===== src/rtl/ts_pkg.sv =====
// Shared symbol constants and encodings for the per-lane TS1/TS2 receive decoder.
package ts_pkg;
  localparam logic [7:0] COM_SYM  = 8'hBC;
  localparam logic [7:0] PAD_SYM  = 8'hF7;
  localparam logic [7:0] TS1_ID   = 8'h4A;
  localparam logic [7:0] TS2_ID   = 8'h45;
  localparam int         TS_LEN   = 16;
  localparam logic [3:0] LAST_SYM = 4'(TS_LEN - 1);

  localparam logic [0:0] ST_HUNT  = 1'b0;
  localparam logic [0:0] ST_PARSE = 1'b1;

  typedef enum logic [1:0] {
    TS_NONE = 2'd0,
    TS_T1   = 2'd1,
    TS_T2   = 2'd2
  } ts_type_e;

  // Only called on an identifier that already passed the TS1/TS2 check.
  function automatic ts_type_e id_to_type(input logic [7:0] id);
    return (id == TS2_ID) ? TS_T2 : TS_T1;
  endfunction
endpackage


===== src/rtl/ts_lane_rx.sv =====
// One lane of the training-sequence decoder: HUNT/PARSE FSM, field capture,
// identical-TS comparator and saturating consecutive counter.
module ts_lane_rx
  import ts_pkg::*;
#(
  parameter int TS_CNT_THRESH = 8
) (
  input  logic        clk,
  input  logic        rst_n,
  input  logic [7:0]  data_i,
  input  logic        datak_i,
  input  logic        valid_i,
  input  logic        clr_i,
  output logic        ts1_o,
  output logic        ts2_o,
  output logic        err_o,
  output logic [31:0] info_o
);
  localparam logic [3:0] THRESH = 4'(TS_CNT_THRESH);

  logic [0:0]  state_q, state_d;
  logic [3:0]  idx_q, idx_d;
  logic [3:0]  cnt_q, cnt_d;
  ts_type_e    type_q, type_d, cur_type_q, cur_type_d;
  logic [31:0] info_q, info_d;
  logic [7:0]  tc_q, tc_d;
  logic [7:0]  cur_link_q, cur_link_d, cur_lane_q, cur_lane_d;
  logic [7:0]  cur_nfts_q, cur_nfts_d, cur_rate_q, cur_rate_d, cur_tc_q, cur_tc_d;
  logic        ts1_q, ts1_d, ts2_q, ts2_d, err_q, err_d;
  logic        is_com, sym_ok, same;
  logic [7:0]  cur_id;

  function automatic logic [3:0] sat_inc(input logic [3:0] c);
    return (c >= THRESH) ? THRESH : c + 4'd1;
  endfunction

  assign is_com = datak_i && (data_i == COM_SYM);
  assign cur_id = (cur_type_q == TS_T2) ? TS2_ID : TS1_ID;
  assign same   = (type_q == cur_type_q) && (tc_q == cur_tc_q) &&
                  (info_q == {cur_link_q, cur_lane_q, cur_nfts_q, cur_rate_q});

  always_comb begin
    sym_ok = 1'b0;
    if (idx_q <= 4'd2)      sym_ok = !datak_i || (data_i == PAD_SYM);
    else if (idx_q <= 4'd5) sym_ok = !datak_i;
    else if (idx_q == 4'd6) sym_ok = !datak_i && (data_i == TS1_ID || data_i == TS2_ID);
    else                    sym_ok = !datak_i && (data_i == cur_id);
  end

  always_comb begin
    state_d    = state_q;
    idx_d      = idx_q;
    cnt_d      = cnt_q;
    type_d     = type_q;
    info_d     = info_q;
    tc_d       = tc_q;
    err_d      = 1'b0;
    cur_type_d = cur_type_q;
    cur_link_d = cur_link_q;
    cur_lane_d = cur_lane_q;
    cur_nfts_d = cur_nfts_q;
    cur_rate_d = cur_rate_q;
    cur_tc_d   = cur_tc_q;
    if (valid_i) begin
      if (state_q == ST_HUNT) begin
        if (is_com) begin
          state_d = ST_PARSE;
          idx_d   = 4'd1;
        end
      end else if (!sym_ok) begin
        // A COM in the wrong place restarts parsing instead of hunting again.
        err_d   = 1'b1;
        cnt_d   = '0;
        state_d = is_com ? ST_PARSE : ST_HUNT;
        idx_d   = 4'd1;
      end else begin
        case (idx_q)
          4'd1:    cur_link_d = data_i;
          4'd2:    cur_lane_d = data_i;
          4'd3:    cur_nfts_d = data_i;
          4'd4:    cur_rate_d = data_i;
          4'd5:    cur_tc_d   = data_i;
          4'd6:    cur_type_d = id_to_type(data_i);
          default: ;
        endcase
        if (idx_q == LAST_SYM) begin
          state_d = ST_HUNT;
          cnt_d   = same ? sat_inc(cnt_q) : 4'd1;
          type_d  = cur_type_q;
          tc_d    = cur_tc_q;
          info_d  = {cur_link_q, cur_lane_q, cur_nfts_q, cur_rate_q};
        end else begin
          idx_d = idx_q + 4'd1;
        end
      end
    end
    if (clr_i) cnt_d = '0;
    ts1_d = (type_d == TS_T1) && (cnt_d == THRESH);
    ts2_d = (type_d == TS_T2) && (cnt_d == THRESH);
  end

  always_ff @(posedge clk) begin
    if (!rst_n) begin
      state_q <= ST_HUNT;
      idx_q   <= '0;
      cnt_q   <= '0;
      type_q  <= TS_NONE;
      info_q  <= '0;
      ts1_q   <= 1'b0;
      ts2_q   <= 1'b0;
      err_q   <= 1'b0;
    end else begin
      state_q <= state_d;
      idx_q   <= idx_d;
      cnt_q   <= cnt_d;
      type_q  <= type_d;
      info_q  <= info_d;
      ts1_q   <= ts1_d;
      ts2_q   <= ts2_d;
      err_q   <= err_d;
    end
  end

  // Field capture needs no reset: a stored type of NONE never matches.
  always_ff @(posedge clk) begin
    tc_q       <= tc_d;
    cur_type_q <= cur_type_d;
    cur_link_q <= cur_link_d;
    cur_lane_q <= cur_lane_d;
    cur_nfts_q <= cur_nfts_d;
    cur_rate_q <= cur_rate_d;
    cur_tc_q   <= cur_tc_d;
  end

  assign ts1_o  = ts1_q;
  assign ts2_o  = ts2_q;
  assign err_o  = err_q;
  assign info_o = info_q;
endmodule


===== src/rtl/ts_rx_decoder.sv =====
// Receive-side TS1/TS2 decoder: one independent ts_lane_rx per lane, with the
// counter clear from core_fsm fanned out to every lane.
module ts_rx_decoder #(
  parameter int LANE_NUM      = 4,
  parameter int TS_CNT_THRESH = 8
) (
  input  logic                  clk,
  input  logic                  rst_n,
  input  logic [8*LANE_NUM-1:0] rx_data,
  input  logic [LANE_NUM-1:0]   rx_datak,
  input  logic [LANE_NUM-1:0]   rx_valid,
  input  logic                  ts_cnt_clr,
  output logic [LANE_NUM-1:0]   ts1_p2c,
  output logic [LANE_NUM-1:0]   ts2_p2c,
  output logic [32*LANE_NUM-1:0] lane_info,
  output logic [LANE_NUM-1:0]   ts_err
);
  for (genvar n = 0; n < LANE_NUM; n++) begin : g_lane
    ts_lane_rx #(
      .TS_CNT_THRESH(TS_CNT_THRESH)
    ) u_lane (
      .clk    (clk),
      .rst_n  (rst_n),
      .data_i (rx_data[8*n +: 8]),
      .datak_i(rx_datak[n]),
      .valid_i(rx_valid[n]),
      .clr_i  (ts_cnt_clr),
      .ts1_o  (ts1_p2c[n]),
      .ts2_o  (ts2_p2c[n]),
      .err_o  (ts_err[n]),
      .info_o (lane_info[32*n +: 32])
    );
  end
endmodule


===== config.mk =====
export PLATFORM = sky130hd
export DESIGN_NAME = ts_rx_decoder
export DESIGN_NICKNAME = d
export VERILOG_FILES = /design/src/rtl/ts_pkg.sv /design/src/rtl/ts_lane_rx.sv /design/src/rtl/ts_rx_decoder.sv
export SDC_FILE = /design/constraint.sdc
export NUM_CORES = 1
export LEC_CHECK = 0
export CELL_PAD_IN_SITES_DETAIL_PLACEMENT = 0
export CELL_PAD_IN_SITES_GLOBAL_PLACEMENT = 1
export CORE_UTILIZATION = 41
export DETAILED_ROUTE_END_ITERATION = 10
export PLACE_DENSITY_LB_ADDON = 0.05
export SETUP_SLACK_MARGIN = 0.4
export SYNTH_ARGS = -nofsm -noshare
export SYNTH_HDL_FRONTEND = slang
export SYNTH_HIERARCHICAL = 1
export SYNTH_SLANG_ARGS = --single-unit

===== constraint.sdc =====
create_clock -name clk -period 2.1 [get_ports clk]
set_input_delay 0.42 -clock clk [delete_from_list [all_inputs] [get_ports clk]]
set_output_delay 0.42 -clock clk [all_outputs]
set_load 0.005 [all_outputs]

## After elaboration in Yosys (flattened, before gate mapping)

Index checks and enable logic that the tools add are counted.

| word-level totals | value |
|---|---|
| register bits | 384 |
| input bits | 43 |
| output and inout port bits | 140 |
| word-level logic and storage cells | 340 |

| operators by class | value |
|---|---|
| add/sub/neg operators | 8 |
| order comparisons | 12 |
| equality and inequality tests | 80 |
| muxes and demuxes | 100 |
| reduce and logical (&&, ||, !) cells | 80 |

Operators by type and width:

| cell | number |
|---|---|
| $mux W4 | 48 |
| $eq A32 B32 Y1 | 4 |
| $reduce_and A4 Y1 | 28 |
| $eq A8 B7 Y1 const B | 8 |
| $eq A8 B8 Y1 | 8 |
| $eq A8 B8 Y1 const B | 8 |
| $eq A4 B3 Y1 const B | 12 |
| $mux W2 | 20 |
| $add A4 B1 Y4 const B | 8 |
| $eq A4 B2 Y1 const B | 8 |
| $eq A4 B4 Y1 const B | 8 |
| $mux W1 | 32 |
| $logic_and A1 B1 Y1 | 28 |
| $reduce_and A3 Y1 | 8 |
| $eq A2 B2 Y1 const B | 8 |
| $eq A4 B1 Y1 const B | 4 |
| $ge A4 B4 Y1 const B | 4 |
| $le A4 B2 Y1 const B | 4 |
| $le A4 B3 Y1 const B | 4 |
| $ne A3 B3 Y1 const B | 4 |
| $eq A2 B1 Y1 const B | 4 |
| $eq A2 B2 Y1 | 4 |
| $logic_or A1 B1 Y1 | 8 |
| $reduce_bool A2 Y1 | 4 |
| $logic_not A1 Y1 | 4 |

## Logic depth before layout (Yosys ltp)

Gate-level depths: netlist of run 1.

| depth | value |
|---|---|
| word-level depth | 13 |
| depth in mapped cells | 13 |
| mapped depth without buffers | 11 |

## Hierarchy

The synthesis of run 1 kept the hierarchy.

Modules (own cells, without submodules):

| module | times used | cells each | area an instance (µm²) | seq. area each (µm²) |
|---|---|---|---|---|
| ts_lane_rx | 4 | 372 | 4159.0 | 2422.3 |

## Worst setup path after synthesis of run 1

OpenSTA, ideal clock, no wires.

| timing | value |
|---|---|
| kind | input port to flip-flop |
| from | input rx_data[5] |
| to | register g_lane[0].u_lane.tc_q[0] (enable) |
| setup time | 0.326 ns |
| data arrival time | 1.926 ns |
| data required time | 1.774 ns |
| path slack | -0.152 ns |
| cell stages on the path | 7 |
| buffers on the path | 2 |
| path through | or4b_4 a21o_1 a21o_2 nand2b_1 buf_4 clkinv_2 buf_2 |

| between the ends | value |
|---|---|
| longest elaborated chain between the ends | 7 |

RTL lines:

| what | line | RTL |
|---|---|---|
| start, declared | ts_rx_decoder.sv:9 | `input logic [8*LANE_NUM-1:0] rx_data,` |
| $eq A8 B7 Y1 | ts_lane_rx.sv:46 | `else if (idx_q == 4'd6) sym_ok = !datak_i && (data_i == TS1_ID \|\| data_i == TS2_ID);` |
| $logic_or A1 B1 Y1 | ts_lane_rx.sv:46 |  |
| $logic_and A1 B1 Y1 | ts_lane_rx.sv:46 |  |
| $mux W1 | ts_lane_rx.sv:46 |  |
| $mux W1 | ts_lane_rx.sv:45 | `else if (idx_q <= 4'd5) sym_ok = !datak_i;` |
| $mux W1 (*) | ts_lane_rx.sv:44 | `if (idx_q <= 4'd2) sym_ok = !datak_i \|\| (data_i == PAD_SYM);` |
| $reduce_and A4 Y1 (no line) (*) | n/a |  |
| end signal, assigned | ts_lane_rx.sv:126 | `tc_q <= tc_d;` |
| end, declared | ts_lane_rx.sv:26 | `logic [7:0] tc_q, tc_d;` |

Every way passes the cells marked *; elsewhere a longest branch is shown, timed or not.
A chain may end at the register's enable or synchronous reset.

## Worst setup path in the final report of run 1

| timing | value |
|---|---|
| from | register g_lane[1].u_lane.cur_type_q[1] |
| to | register g_lane[1].u_lane.cur_rate_q[2] (enable) |

| between the ends | value |
|---|---|
| longest elaborated chain between the ends | 8 |

RTL lines:

| what | line | RTL |
|---|---|---|
| start, declared | ts_lane_rx.sv:24 | `ts_type_e type_q, type_d, cur_type_q, cur_type_d;` |
| start signal, assigned | ts_lane_rx.sv:127 | `cur_type_q <= cur_type_d;` |
| $eq A2 B2 Y1 | ts_lane_rx.sv:38 | `assign cur_id = (cur_type_q == TS_T2) ? TS2_ID : TS1_ID;` |
| $mux W4 | ts_lane_rx.sv:38 |  |
| $eq A8 B8 Y1 | ts_lane_rx.sv:47 | `else sym_ok = !datak_i && (data_i == cur_id);` |
| $logic_and A1 B1 Y1 | ts_lane_rx.sv:47 |  |
| $mux W1 | ts_lane_rx.sv:46 |  |
| $mux W1 | ts_lane_rx.sv:45 |  |
| $mux W1 | ts_lane_rx.sv:44 |  |
| $reduce_and A4 Y1 (no line) | n/a |  |
| end signal, assigned | ts_lane_rx.sv:131 | `cur_rate_q <= cur_rate_d;` |
| end, declared | ts_lane_rx.sv:28 | `logic [7:0] cur_nfts_q, cur_nfts_d, cur_rate_q, cur_rate_d, cur_tc_q, cur_tc_d;` |

Every way passes these cells.

==> out/metrics.cfg, run 1 <==
[sta]
finalSetupTns_ns = -13.01
max_clock_freq_mhz = 439
setup_violations = 132
period_needed_ns = 2.28
clock_skew_ns = 0.0129
rsz0062_at_grt = true
finalCritPeriodShare_pct = 108
hold_viol = 0
worst_slack_ns = -0.178
slew_violations = 0
tightest_slew_ns = 0.402
slew_headroom_pct = 72.8

[clocking]
insertion_delay_ns = 0.55
numCtsBuffers = 43
cts_max_level = 2
numClockSinks = 384
tritoncts = built
cts_root_buf = clkbuf_16
clkTransAtPathRegs_ns = 0.06
cts.path.max_buffers = 3

[run_status]
violations = setup timing
status = finished with violations

[drt]
route.vias.total = 13000
firstDrtPassIters = 4
avgViaCountPerCell = 5.06
drc = 0
drt_iter0_markers = 607
routedWlPerCell_um = 18.7
ant_nets = 0
routed_wl_um = 47900

[die]
start_util_pct = 41.7
ios = 183
placementRows = 73
die_x_um = 203
die_y_um = 203
die_area_mm2 = 0.0414
coreArea_mm2 = 0.0399

[worst_setup_path]
crit_type = flip-flop to flip-flop
start_kind = flip-flop
crit_fanout = 8
worst_setup_path_end_kind = flip-flop
worstPathArrival_ns = 2.53
cp_data_required_time_ns = 2.35

[synthesis]
syn_area_mm2 = 0.0166
syn_inst = 1488
yosysWarnings = 6
ys_types = 49
synth_edf_count = 200
synthTopCellsByArea = edfxtp_1, dfxtp_1, xnor2_1
ys_seq_area_share_pct = 58.2
synth_top_area_share_pct = 36.1
yosysTopAreaCell = edfxtp_1
synthFlopType = edfxtp_1
syn_avg_cell_area_um2 = 11.2
synth_nets = 1555
ys_ff_latch = 384
synth-async-reset-ratio_pct = 0

[global_routing]
grt_pass1_wl_um = 71900
grt_usage_pct = 22.5
grt_overflow = 0
grt_antenna_before_repair = 0
grt_pass1_vias = 12900
grt_max_degree = 80

[finish]
fill_cells = 3187
instances_no_fill = 2562
ff_latch_area_mm2 = 0.00970
final_area_mm2 = 0.0250
drive_gt1_share_pct = 33.4
multi_input_area_mm2 = 0.00788
num-nets-final = 2070
syn2layout_area_growth_pct = 50.4
n_antenna_cell = 0

[place]
place.port_buffers = 182
place_area_mm2 = 0.0211
dp_slack_ns = -0.803
numPlacedInstances = 2405
place.gp.congestion = 0.845
dpl.hpwl_um = 32300

[worst_hold_path]
hold_class = input port to flip-flop

[power]
p_sw_share_pct = 20.4
power.total_mw = 15.7
comb_power_share_pct = 3.1
p_seq_share_pct = 50.1
power_leakage_nw = 9.24
p_switching_mw = 3.20
p_per_area_mw_per_mm2 = 627
power.internal_mw = 12.5
max-vdd-ir-drop_mv = 0.457
pwr-share-clk_pct = 46.8

[flow_run]
cap_violations = 0

registers in the layout, summed over array words and instances, names as in the netlist:
signal	count
g_lane.u_lane/info_o	128
g_lane.u_lane/cur_lane_q	32
g_lane.u_lane/cur_link_q	32
g_lane.u_lane/cur_nfts_q	32
g_lane.u_lane/cur_rate_q	32
g_lane.u_lane/cur_tc_q	32
g_lane.u_lane/tc_q	32
g_lane.u_lane/cnt_q	16
g_lane.u_lane/idx_q	16
g_lane.u_lane/cur_type_q	8
g_lane.u_lane/type_q	8
g_lane.u_lane/err_o	4
g_lane.u_lane/state_q	4
g_lane.u_lane/ts1_o	4
g_lane.u_lane/ts2_o	4
cells in the mapped netlist (24+ instances only):
master	count
nand2_1	296
edfxtp_1	200
dfxtp_1	184
xnor2_1	168
a21boi_1	136
nor2_1	48
nand4_1	44
clkbuf_1	32
inv_1	28
and2_1	24
and3_1	24
ha_1	24
nor2b_1	24
nor4_1	24
o21ai_0	24
cell families after synthesis:
| kind of cell | Yosys count | synth area share, % |
|---|---|---|
| flops | 384 | 58.2 |
| mux | 4 | 0.241 |
| xor+xnor | 176 | 9.27 |
| fa+ha+maj | 24 | 1.81 |
| simple gates | 568 | 17.2 |
| buf+inv | 88 | 2.56 |
| compound gates | 244 | 10.7 |
power by group through the flow:
| stage | logic [mW] | clock network (mW) | registers (mW) |
|---|---|---|---|
| 2_1_floorplan | 0.119 | 0 | 8.03 |
| 3_3_place_gp | 0.457 | 0 | 8.03 |
| 3_5_place_dp | 0.458 | 0 | 8.03 |
| 4_1_cts | 0.462 | 7.55 | 7.87 |
| 5_1_grt | 0.509 | 7.83 | 7.86 |
| 6_report | 0.480 | 7.35 | 7.87 |
metrics by stage:
| step | utilization [%] | hold WS [ns] |
|---|---|---|
| 6_report | 62.7 | 0.228 |
| 5_1_grt | 62.7 | 0.227 |
| 4_1_cts | 59.1 | 0.206 |
| 3_5_place_dp | 52.8 | 0.459 |
| 3_3_place_gp | 52.8 | 0.453 |
| 2_1_floorplan | - | 0.449 |
routing by layer:
layer / vias up / global-route usage, % / share of wire (%)
li1: 6301 / - / -
met5: - / 0 / 0
met4: 0 / 5.96 / 1.6
met1: 6396 / 30.9 / 47
met2: 223 / 37.0 / 49
met3: 54 / 3.40 / 3.3
layout by cell type, fill, tap and decap left out, types with 24 or more instances in the layout:
cell type and instances:
dfxtp_1 176, nand2_4 44, nand2_2 30, a21boi_1 104, buf_12 27, xnor2_1 149, nand4_1 44, clkbuf_16 55
nor2_1 42, nand2_1 222, buf_6 42, buf_4 254, dlygate4sd2_1 24, edfxtp_1 200, clkdlybuf4s50_1 149, a21boi_2 36
worst max-delay path, cell delays in order, from the launching register on:
cell,delay (ns)
edfxtp_1,0.40
buf_6,0.13
nor2b_4,0.11
buf_6,0.12
a21o_1,0.17
a21o_1,0.19
a21o_2,0.22
buf_4,0.14
buf_6,0.11
nor2_4,0.10
and3_4,0.28
final cells by class:
cell class,instances,area share (%)
Sequential cell,384,38.8
Inverter,32,0.690
Clock buffer,65,4.90
Tap cell,525,2.63
Multi-Input combinational cell,1016,31.5
Clock inverter,14,0.565
Timing Repair Buffer,524,20.9
Timing Repair inverter,2,0.0800
worst paths after layout:
check / startpoint / to / slack (ns) / depth (start not counted)
setup / recovery: g_lane[1].u_lane/cur_type_q[1] / g_lane[1].u_lane/cur_rate_q[2] / -0.18 / 10
hold / removal: rst_n / g_lane[2].u_lane/idx_q[0] / 0.23 / 3
setup reg to reg: g_lane[1].u_lane/cur_type_q[1] / g_lane[1].u_lane/cur_rate_q[2] / -0.18 / 10
hold reg to reg: g_lane[2].u_lane/cur_tc_q[4] / g_lane[2].u_lane/tc_q[4] / 0.47 / 0
what timing repair did:
action | 4_1_cts | 5_1_grt
setup buffers | 27 | 29
endpoints found under the setup margin | 524 | 524
hold buffers | 0 | 0
pin swaps | 99 | 132
gates cloned | 10 | 12
hold endpoints to repair | 0 | 0
resized for setup | 172 | 229
(Power assumes the default switching activity.)
==> run 2: changes to the inputs <==
Settings changed: CAP_MARGIN set to 20.
==> results of run 2 <==
Final layout, timing and power as in run 1 (identical DEF).
==> run 3: changes to the inputs <==
Settings changed: ABC_AREA set to 1, CORE_UTILIZATION 41 to 43, GPL_TIMING_DRIVEN set to 0.
Clock period 2.1 ns to 2.3 ns, I/O delays scaled along.
==> run 3 against run 2 <==
Net effect: the flow now finishes without violations; core utilization down 2.7 points; clock skew up 0.0014 ns; critical endpoint is now g_lane[1].u_lane/cur_link_q[5]; sequential cell count unchanged; power down 9.1%; critical path depth down 2.
==> out/metrics.cfg, run 3 <==
[place]
place.port_buffers = 181
dpl.hpwl_um = 30500
place_area_mm2 = 0.0202
dp_slack_ns = -0.999
numPlacedInstances = 2749
place.gp.congestion = 0.778

[worst_setup_path]
crit_type = input port to flip-flop
worst_setup_path_end_kind = flip-flop
start_kind = input port
reg2reg_depth = 9
timing.rr.start = g_lane[1].u_lane/idx_q[0]
cp_data_required_time_ns = 2.57
crit_fanout = 8
rr_endpoint = g_lane[1].u_lane/cur_link_q[5]
worstPathArrival_ns = 2.26
r2r_slack_ns = 0.35

[global_routing]
grt_pass1_vias = 13500
grt_overflow = 0
grt_antenna_before_repair = 0
grt_max_degree = 18
grt_usage_pct = 21.6
grt_pass1_wl_um = 70600

[drt]
drc = 0
firstDrtPassIters = 5
ant_nets = 0
routed_wl_um = 46700
avgViaCountPerCell = 4.86
routedWlPerCell_um = 15.9
drt_iter0_markers = 907
route.vias.total = 14200

[clocking]
clkTransAtPathRegs_ns = 0.06
insertion_delay_ns = 0.56
numCtsBuffers = 44
cts_root_buf = clkbuf_16
cts.path.max_buffers = 3
numClockSinks = 384
cts_max_level = 2
ctsHoldBuffers = 0
tritoncts = built

[power]
max-vdd-ir-drop_mv = 0.612
power.total_mw = 14.3
power_leakage_nw = 10.4
p_per_area_mw_per_mm2 = 595

[finish]
final_util_pct = 60.0
syn2layout_area_growth_pct = 36.4
fill_cells = 3555
n_antenna_cell = 0
largest_register_ffs = 128
ff_latch_area_mm2 = 0.00989
final_common_cell = nand2_1
final_area_mm2 = 0.0240
final_cell_mix = nand2_1, nor2_1, inv_1, edfxtp_1, xnor2_1
multi_input_area_mm2 = 0.00773
instances_no_fill = 2929
drive_gt1_share_pct = 25.5
num-nets-final = 2437

[worst_hold_path]
min_path_cells = 1
hold_class = input port to flip-flop
whs_endpoint = g_lane[3].u_lane/cur_lane_q[5]
hp-start = rx_data[29]

[sta]
hold_viol = 0
slew_headroom_pct = 46.0
tightest_slew_ns = 0.811
rsz0062_at_grt = true
hold_ws_ns = 0.272
clock_skew_ns = 0.0143
worst_slack_ns = 0.304
finalSetupTns_ns = 0
finalCritPeriodShare_pct = 86.8
slew_violations = 0
setup_violations = 0
period_needed_ns = 2.00
max_clock_freq_mhz = 501

[synthesis]
ys_types = 27
yosysWarnings = 6
syn_inst = 2032
synth-async-reset-ratio_pct = 0
synth_edf_count = 200
yosysTopAreaCell = edfxtp_1
synth_nets = 2099
ys_seq_area_share_pct = 55.1
syn_area_mm2 = 0.0176
yosys.cell_count.top_type = nand2_1
ys_ff_latch = 384
syn_avg_cell_area_um2 = 8.66
synth_top_area_share_pct = 34.1
synthFlopType = edfxtp_1
synthTopCellsByArea = edfxtp_1, dfxtp_1, nand2_1
netlist_top_cells_count = nand2_1, nor2_1, inv_1, edfxtp_1, dfxtp_1

[die]
coreArea_mm2 = 0.0400
placementRows = 73
die_area_mm2 = 0.0417
ios = 183
die_x_um = 204
start_util_pct = 44.0
die_y_um = 204

[flow_run]
cap_violations = 0

[run_status]
status = finished, final reports clean

## run 3: final cells by class
class,instances,area share (%)
Sequential cell,384,41.2
Multi-Input combinational cell,1344,32.2
Timing Repair Buffer,287,12.1
Clock buffer,55,4.89
Inverter,268,4.54
Tap cell,525,2.74
Buffer,40,1.50
Clock inverter,25,0.824
Timing Repair inverter,1,0.0209
## run 3: worst max-delay path by stage
stage,from,end,slack [ns],depth (start not counted)
2_1_floorplan,rx_data[19],g_lane[2].u_lane/cur_rate_q[0],0.22,9
3_3_place_gp,rx_data[11],g_lane[1].u_lane/cur_lane_q[6],-1.40,10
3_5_place_dp,rx_data[21],g_lane[2].u_lane/cur_tc_q[4],-1.0,9
4_1_cts,g_lane[1].u_lane/idx_q[1],g_lane[1].u_lane/cur_link_q[4],0.36,11
5_1_grt,g_lane[2].u_lane/cur_rate_q[2],g_lane[2].u_lane/ts1_o,0.26,11
6_report,rx_data[14],g_lane[1].u_lane/cur_link_q[5],0.30,8
## run 3: where the power goes
part           internal [mW]  switching [mW]
logic                  0.110           0.271
registers               7.16        0.000655
clock network           3.94            2.79
total                   11.2            3.06
## run 3: worst max-delay path, cell delays in order
cell and delay, ns:
dlygate4sd2_1 0.50, nand4_1 0.16, o21ai_0 0.32, nand2_2 0.15, nand2_8 0.15, nand2_8 0.10, nor3_4 0.22, buf_6 0.17
## run 3: cells by family after synthesis
kind of cell | Yosys count | share of synthesized area, %
compound gates | 248 | 7.11
xor+xnor | 132 | 6.57
fa+ha+maj | 24 | 1.71
buf+inv | 308 | 6.80
flops | 384 | 55.1
simple gates | 936 | 22.7
## run 3: what timing repair did
item                                    4_1_cts  5_1_grt
resized for setup                           333      389
cloned                                        3        7
buffers inserted                             46       44
pin swaps                                    32      113
endpoints found under the setup margin      489      406
## run 3: layer usage
layer | vias up | share of wire (%) | wire [um] | track usage [%]
li1 | 7194 | - | - | -
met1 | 6699 | 44 | 20800 | 28.1
met2 | 271 | 49 | 22700 | 36.4
met3 | 69 | 4.6 | 2120 | 4.05
met4 | 0 | 2.2 | 1050 | 6.48
met5 | - | 0 | 0 | 0
